File: config.mk
export PLATFORM = sky130hd
export DESIGN_NAME = dtree_seq_engine
export DESIGN_NICKNAME = d
export VERILOG_FILES = /design/src/rtl/dtree_seq_engine.sv
export SDC_FILE = /design/constraint.sdc
export NUM_CORES = 2
export LEC_CHECK = 0
export CAP_MARGIN = 20
export CORE_MARGIN = 2
export CORE_UTILIZATION = 30
export CTS_BUF_LIST = sky130_fd_sc_hd__clkbuf_4
export CTS_CLUSTER_DIAMETER = 40
export DETAILED_ROUTE_END_ITERATION = 16
export SLEW_MARGIN = 20
export SYNTH_ARGS = -nofsm -noshare
export SYNTH_HDL_FRONTEND = slang
export SYNTH_SLANG_ARGS = --single-unit
File: constraint.sdc
create_clock -name clk -period 87.6 [get_ports clk]
set_input_delay 17.52 -clock clk [delete_from_list [all_inputs] [get_ports clk]]
set_output_delay 17.52 -clock clk [all_outputs]
set_load 0.05 [all_outputs]
File: src/rtl/dtree_seq_engine.sv
// Sequential decision-tree classifier: run-time loadable node table, one node per clock.
// Node word = {is_leaf, feat_idx, prec, thr, left, right}; node 0 is the root.
module dtree_seq_engine #(
  parameter int N_FEAT    = 5,
  parameter int FEAT_W    = 8,
  parameter int N_NODES   = 64,
  parameter int MAX_DEPTH = 16,
  parameter int CLASS_W   = 1,
  localparam int FI_W     = $clog2(N_FEAT),
  localparam int PW       = $clog2(FEAT_W),
  localparam int NP_W     = $clog2(N_NODES),
  localparam int NODE_W   = 1 + FI_W + PW + FEAT_W + 2 * NP_W,
  localparam int DEPTH_W  = $clog2(MAX_DEPTH + 1)
) (
  input  logic                     clk,
  input  logic                     rst,
  input  logic                     cfg_we,
  input  logic [NP_W-1:0]          cfg_addr,
  input  logic [NODE_W-1:0]        cfg_data,
  output logic                     cfg_ack,
  input  logic                     in_valid,
  output logic                     in_ready,
  input  logic [N_FEAT*FEAT_W-1:0] in_feat,
  output logic                     out_valid,
  input  logic                     out_ready,
  output logic [CLASS_W-1:0]       out_class,
  output logic                     out_err,
  output logic [DEPTH_W-1:0]       out_depth
);

  typedef enum logic [1:0] {IDLE = 2'd0, EVAL = 2'd1, DONE = 2'd2} state_t;

  state_t              state_r, state_s;
  logic [NODE_W-1:0]   node_tbl_r [N_NODES];
  logic [FEAT_W-1:0]   feat_r [N_FEAT];
  logic [NP_W-1:0]     ptr_r, ptr_s;
  logic [DEPTH_W-1:0]  depth_r, depth_s;
  logic                valid_s, err_s, ready_s;
  logic [CLASS_W-1:0]  class_s;
  logic [DEPTH_W-1:0]  out_depth_s;

  logic [NODE_W-1:0]   node_s;
  logic                node_leaf_s;
  logic [FI_W-1:0]     node_fi_s;
  logic [PW-1:0]       node_prec_s;
  logic [FEAT_W-1:0]   node_thr_s;
  logic [NP_W-1:0]     node_left_s, node_right_s, next_ptr_s;
  logic [FEAT_W-1:0]   feat_sel_s, feat_shr_s;
  logic [PW-1:0]       shamt_s;
  logic                accept_s, fault_s;

  assign node_s       = node_tbl_r[ptr_r];
  assign node_leaf_s  = node_s[NODE_W-1];
  assign node_fi_s    = node_s[NODE_W-2 -: FI_W];
  assign node_prec_s  = node_s[NODE_W-2-FI_W -: PW];
  assign node_thr_s   = node_s[2*NP_W +: FEAT_W];
  assign node_left_s  = node_s[NP_W +: NP_W];
  assign node_right_s = node_s[0 +: NP_W];

  assign accept_s = in_valid && in_ready;
  assign cfg_ack  = cfg_we && (state_r == IDLE);

  // Feature mux and precision-reduced compare: only the top prec+1 bits meet the threshold.
  always_comb begin
    feat_sel_s = '0;
    for (int i = 0; i < N_FEAT; i++) begin
      feat_sel_s = (node_fi_s == FI_W'(i)) ? feat_r[i] : feat_sel_s;
    end
    shamt_s    = PW'(FEAT_W - 1) - node_prec_s;
    feat_shr_s = feat_sel_s >> shamt_s;
    next_ptr_s = (feat_shr_s <= node_thr_s) ? node_left_s : node_right_s;
    fault_s    = (depth_r == DEPTH_W'(MAX_DEPTH))
              || ({1'b0, node_fi_s} >= (FI_W + 1)'(N_FEAT))
              || ({1'b0, next_ptr_s} >= (NP_W + 1)'(N_NODES));
  end

  // Next-state and result logic.
  always_comb begin
    state_s     = state_r;
    ptr_s       = ptr_r;
    depth_s     = depth_r;
    valid_s     = out_valid;
    class_s     = out_class;
    err_s       = out_err;
    out_depth_s = out_depth;
    case (state_r)
      IDLE: begin
        if (accept_s) begin
          state_s = EVAL;
          ptr_s   = '0;
          depth_s = '0;
        end else begin
          state_s = IDLE;
        end
      end
      EVAL: begin
        if (node_leaf_s) begin
          state_s     = DONE;
          valid_s     = 1'b1;
          class_s     = node_thr_s[CLASS_W-1:0];
          err_s       = 1'b0;
          out_depth_s = depth_r;
        end else if (fault_s) begin
          state_s     = DONE;
          valid_s     = 1'b1;
          class_s     = '0;
          err_s       = 1'b1;
          out_depth_s = depth_r;
        end else begin
          ptr_s   = next_ptr_s;
          depth_s = depth_r + DEPTH_W'(1);
        end
      end
      DONE: begin
        if (out_ready) begin
          state_s = IDLE;
          valid_s = 1'b0;
        end else begin
          state_s = DONE;
        end
      end
      default: begin
        state_s = IDLE;
        valid_s = 1'b0;
      end
    endcase
    ready_s = (state_s == IDLE);
  end

  // FSM, traversal and output registers; features latched on accept.
  always_ff @(posedge clk or posedge rst) begin
    if (rst) begin
      state_r   <= IDLE;
      ptr_r     <= '0;
      depth_r   <= '0;
      in_ready  <= 1'b0;
      out_valid <= 1'b0;
      out_class <= '0;
      out_err   <= 1'b0;
      out_depth <= '0;
      for (int i = 0; i < N_FEAT; i++) feat_r[i] <= '0;
    end else begin
      state_r   <= state_s;
      ptr_r     <= ptr_s;
      depth_r   <= depth_s;
      in_ready  <= ready_s;
      out_valid <= valid_s;
      out_class <= class_s;
      out_err   <= err_s;
      out_depth <= out_depth_s;
      if (accept_s) begin
        for (int i = 0; i < N_FEAT; i++) feat_r[i] <= in_feat[i*FEAT_W +: FEAT_W];
      end else begin
        for (int i = 0; i < N_FEAT; i++) feat_r[i] <= feat_r[i];
      end
    end
  end

  // Node table: writable only while idle, so a traversal never sees a change.
  always_ff @(posedge clk or posedge rst) begin
    if (rst) begin
      for (int i = 0; i < N_NODES; i++) node_tbl_r[i] <= '0;
    end else if (cfg_ack) begin
      node_tbl_r[cfg_addr] <= cfg_data;
    end
  end

endmodule

### Word level (Yosys, flattened, before mapping)

Cells that the tools add are included.
W data, S select, Z words.

| operators by class | value |
|---|---|
| $add $sub $neg | 2 |
| order comparisons | 5 |
| equal/unequal tests | 12 |
| shift-type cells | 1 |
| multiplexer cells | 34 |
| bitwise logic cells | 3 |
| reductions and logical operators | 12 |

Operators by type and width:

| cell | number |
|---|---|
| $bwmux W1728 | 1 |
| $bmux W27 S6 | 1 |
| $demux W27 S6 | 1 |
| $mux W27 | 3 |
| $mux W8 | 5 |
| $mux W5 | 5 |
| $mux W6 | 4 |
| $ge A7 B7 Y1 const B | 2 |
| $not A6 Y7 | 2 |
| $pmux W6 S2 | 1 |
| $pmux W5 S2 | 1 |
| $le A8 B8 Y1 | 1 |
| $ne A2 B2 Y1 const B | 4 |
| $shr A8 B3 Y8 | 1 |
| $lt A7 B1 Y1 const B | 1 |
| $mux W1 | 7 |
| $eq A3 B2 Y1 const B | 2 |
| $mux W2 | 3 |
| $pmux W2 S3 | 1 |
| $add A5 B1 Y5 const B | 1 |
| $eq A5 B5 Y1 const B | 1 |
| $logic_not A2 Y1 | 2 |
| $reduce_and A4 Y1 | 1 |
| $reduce_bool A2 Y1 | 2 |
| other kinds (14) | 16 |

| word-level totals | value |
|---|---|
| register bits | 1790 |
| output and inout bits | 10 |
| word-level logic and storage cells | 146 |

### Depth between registers and ports, before layout

| logic depth | value |
|---|---|
| word-level depth | 16 |
| gate-level depth with buffers | 26 |
| depth with buffers taken out | 21 |

### Worst setup path before layout

OpenSTA, ideal clock, no wires.

| path | value |
|---|---|
| path type | input-to-output |
| start | input cfg_we |
| end | output cfg_ack |
| data arrival time | 18.121 ns |
| data required time | 70.080 ns |
| slack | 51.959 ns |
| cell stages on the path | 2 |
| buffers on the path | 1 |
| cells stage by stage | and2_1 clkbuf_1 |

| on the way | value |
|---|---|
| word-level cells in the longest chain between the ends | 1 |

Ends and longest elaborated chain:

| element | RTL line | source |
|---|---|---|
| start: declaration | 17 | `input logic cfg_we,` |
| $logic_and A1 B1 Y1 | 61 | `assign cfg_ack = cfg_we && (state_r == IDLE);` |
| end: declaration | 20 | `output logic cfg_ack,` |

No other way between the ends.

### Final worst setup path

Same ends and word-level chain as after synthesis.

==> results <==
- For this design the static power due to leakage is 0.04265 uW.
- The synthesized design spends more area on one cell type than any other, namely dfrtp_1.
- For the worst setup path, the data arrival time is 18.98 ns.
- The critical path class is primary input to output pin.
- The worst relative slew slack is between 20% and 30%.
- The critical path goes through clkdlybuf4s50_1 -> and2_1 -> clkdlybuf4s50_1.
- Setup repair after global routing left no endpoint under its margin.
- Derived from the worst setup path, the maximum achievable clock frequency is 27.40 MHz.
- The die footprint is about 0.28 mm2.
- Once the clock tree was built, the resizer swapped 0 gates to a different size.
- The clock latency at the later pin of the worst-skew pair is roughly 1.4 ns.
- For the worst setup path, the data required time is about 70 ns.
- The number of global-route vias before repair is around 50,000.
- The worst setup path is launched from a primary input.
- The placeable core region is between 0.2 and 0.3 mm2.
- Counting cells, the worst reg-to-reg path comes to 24.
- The category of the worst setup path capture point is an output pin.
- Broken down by cell family, the worst path's largest delay share belongs to buffers and inverters.
- At the pin with the least slew margin, the transition time is about 1.1 ns.
- The source of the worst hold timing path is node_tbl_r[1012].
- For this run, the leading register cell type out of synthesis is dfrtp_1.
- The placed wire-length estimate after detailed placement is about 130,000 um.
- The clock sink count is 1,790.
- The cell sitting at the root of the clock tree is a clkbuf_4.
- The post-layout minimum cycle time is between 30 and 40 ns.
- The via count normalized by instance count is slightly above 5.
- Detailed routing inserted a total of approximately 46,000 vias.
- Synthesis inferred roughly 1,800 register bits.
- The run finished with clean final reports.
- TritonCTS built the clock tree.
- The area overhead of the layout relative to synthesis is 12.54%.
- Port buffering added 87 buffers.
- Once the clock tree was built, the setup fixing pass inserted 0 buffers.
- The count of endpoints failing setup in the final report is 0.
- The first global-routing pass estimated roughly 340,000 um of wire.
- The critical path's slowest cell is clkdlybuf4s50_1.
- The first detailed-routing pass took 5 iterations.
- The final weighted congestion in routability-driven placement is around 0.8.
- The worst hold slack across all endpoints is approximately 0.50 ns.
- The post-route netlist has roughly 59% of its cells at a drive strength greater than 1.
- The worst flop-to-flop path startpoint is ptr_r[0].
- By area the synthesized netlist is led by dfrtp_1 (55%), mux2_2 (25%), mux4_2 (15%).
- The H-tree was split into 5 levels.
- The total of warnings raised by yosys is 0.
- The sequential element share of the synthesized area is a little under three fifths.
- The post-synthesis instance total is approximately 5,000.
- The average cell area after synthesis is ~16 um2.
- In the global route stage, overall resource usage came out at between 10% and 20%.
- The setup TNS after final layout is 0 ns.
- For this design the ratio of total power to cell area is around 26 mW/mm2.
- The die is 524.6 um wide.
- The largest single stage delay on the critical path is between 0.8 and 0.9 ns.
- The final cell count without fillers is approximately 9,100.
- The cell occurring most often along the worst timing path is clkdlybuf4s50_1.
- In this run, CTS created clock tree buffers numbering around 470.
- The initial antenna violation count is 17.
- The number of placed instances, taps included is 8,294.
- The maximum root-to-sink buffer count is 4.
- On the final layout, the worst clock skew is 0.1323 ns.
- The net count after synthesis is roughly 5,100.
- After synthesis the cells add up to roughly 0.08 mm2.
- In the routed design, unresolved DRC markers number 0.
- The tool flagged a number of max-cap violations equal to 0.
- The largest vdd supply drop is between 0.02 and 0.025 mV.
- The I/O pin total is ~90.
- The share of flip-flops with an asynchronous set or reset after synthesis is between 90% and 100%.
- The average wire per standard cell is roughly 25 um.
- The detail route stage leaves a number of antenna-violating nets equal to 0.
- After synthesis, the netlist uses 63 different library cells.
- Measured along the y axis, the die boundary spans between 500 and 600 um.
- The total count of hold-check failures in the final report was 0.
- After clock tree synthesis, the clock-pin slew on the worst setup and hold paths is 0.05 ns.
- The reg2reg setup slack is about 78 ns.
- The total number of placement rows is between 150 and 200.
- The post-detailed-routing wire length is between 200,000 and 250,000 um.
- The post-cts hold buffer count is 0.
- Entering global routing, the biggest net connects ~180 pins.
- Counting buffers and inverters, the worst setup path is 3 cells deep.
- The starting density of the core is a little under a third.
- The count of buffering cells on the critical path with inverters included is 2.
- Of all nets on the critical path, the largest fanout is 4.
- The worst hold path stage count is 1.
- In this run the worst hold path is classified as flip-flop to flip-flop.
- In the finished design, the share of the clock period the worst path needs comes to between 40% and 50%.
- At the end of the flow, the number of nets in the layout was around 5,300.
- The total overflow left after global routing is 0.
- The final number of max-transition violations is 0.
- Counting flops with a built-in enable in the synthesized netlist gives 0.
- The starting DRC count in detailed routing is between 3,000 and 4,000.
- The critical path starts at cfg_we.
- After synthesis, the largest area contributor takes up between 50 and 60% of total cell area.
-- kinds of logic after synthesis --
logic type,share of synthesized area (%)
muxes,40.21
DFF,55.10
buffers and inverters,2.470
and+or+nand+nor,1.194
AOI/OAI and AO/OA,0.8527
adders and majority gates,0.1539
xor gates and xnor gates,0.02155
-- per-stage QoR --
step	worst slack, ns	util, %	power, uW	cell area [um2]
CTS	51.09	33.86	2376	91430
detailed placement	51.10	31.82	1672	85930
floorplan	19.55	-	1490	81290
global placement	51.10	31.81	1654	85910
finish	51.10	33.88	2345	91490
global route	51.06	33.88	2471	91480
-- cells in the final DEF (no fill, tap or decap), types with 9 or more instances in the layout --
cell                n
a21oi_1            15
and2_1              9
clkdlybuf4s50_1    60
o21ai_0            12
nand2_2            49
diode_2            11
nand2_1            47
nor2_1             28
mux2_2           1779
buf_4             125
clkbuf_4          689
dfrtp_1          1786
mux4_2            532
mux2i_1            67
ha_1               10
buf_2              19
a22oi_1            22
inv_1              14
buf_12             10
nor2_4             13
clkinv_1           49
nand3_1            15
-- sequential cells by signal, summed over array words and instances (netlist names) --
signal / count
out_valid: 1
out_err: 1
ptr_r: 6
out_class: 1
in_ready: 1
out_depth: 5
state_r: 2
feat_r: 40
node_tbl_r: 1728
depth_r: 5
-- power breakdown --
group	leakage (uW)	switching (uW)	internal [uW]
Combinational	0.0150	315	304
Clock	0.00333	332	362
Sequential	0.0243	72.3	960
Total	0.0426	720	1630
-- layout make-up --
type / count / area [um2]
well taps: 3570 / 4467
clock inverters: 62 / 321.6
flip-flops and latches: 1790 / 44810
inverters: 20 / 87.58
clock buffers: 689 / 5172
fillers: 26010 / 178600
diodes: 11 / 27.53
repair buffers: 217 / 1868
multi-input cells: 2697 / 34740
-- synth_stat cells, types with 3 or more instances --
| master | number |
|---|---|
| and3_1 | 5 |
| mux4_2 | 532 |
| a21o_1 | 3 |
| nand2_1 | 96 |
| buf_4 | 5 |
| o211ai_1 | 4 |
| mux2i_1 | 67 |
| a2bb2oi_1 | 3 |
| o21a_1 | 3 |
| nand3_1 | 15 |
| nand4_1 | 5 |
| nor2_1 | 40 |
| a21oi_1 | 15 |
| inv_1 | 15 |
| o21ai_0 | 12 |
| ha_1 | 10 |
| or3_1 | 3 |
| o31ai_1 | 5 |
| nor3_1 | 5 |
| mux2_2 | 1779 |
| nor2b_1 | 12 |
| buf_6 | 8 |
| buf_1 | 64 |
| nand2b_1 | 5 |
| clkinv_1 | 3 |
| o22a_1 | 4 |
| clkbuf_1 | 345 |
| a22oi_1 | 22 |
| buf_2 | 54 |
| dfrtp_1 | 1790 |
| and2_1 | 9 |
| a31oi_1 | 6 |
-- final timing paths --
kind	end
worst min register to register	node_tbl_r[1012]
min in group asynchronous	node_tbl_r[809]
worst max-delay path	cfg_ack
worst max register to register	ptr_r[5]
max in group asynchronous	node_tbl_r[1365]
worst min-delay path	node_tbl_r[1012]
-- layer usage --
metal | vias up | part of all wire, % | GRT usage [%]
met4 | 8 | 2.6 | 5.205
met2 | 1303 | 48 | 26.23
met3 | 384 | 5.5 | 3.455
li1 | 19290 | - | -
met5 | - | 0.019 | 0
met1 | 25420 | 44 | 21.89
-- worst reg2reg max path: cells and delay by family, from the launching register on --
kind,cells,cell delay [ns]
flops,1,0.85
mux,4,2.22
fa+ha+maj,1,0.30
compound gates,10,2.15
simple gates,5,0.85
buf+inv,4,2.64
No activity file was read; power rests on OpenSTA's default activity.
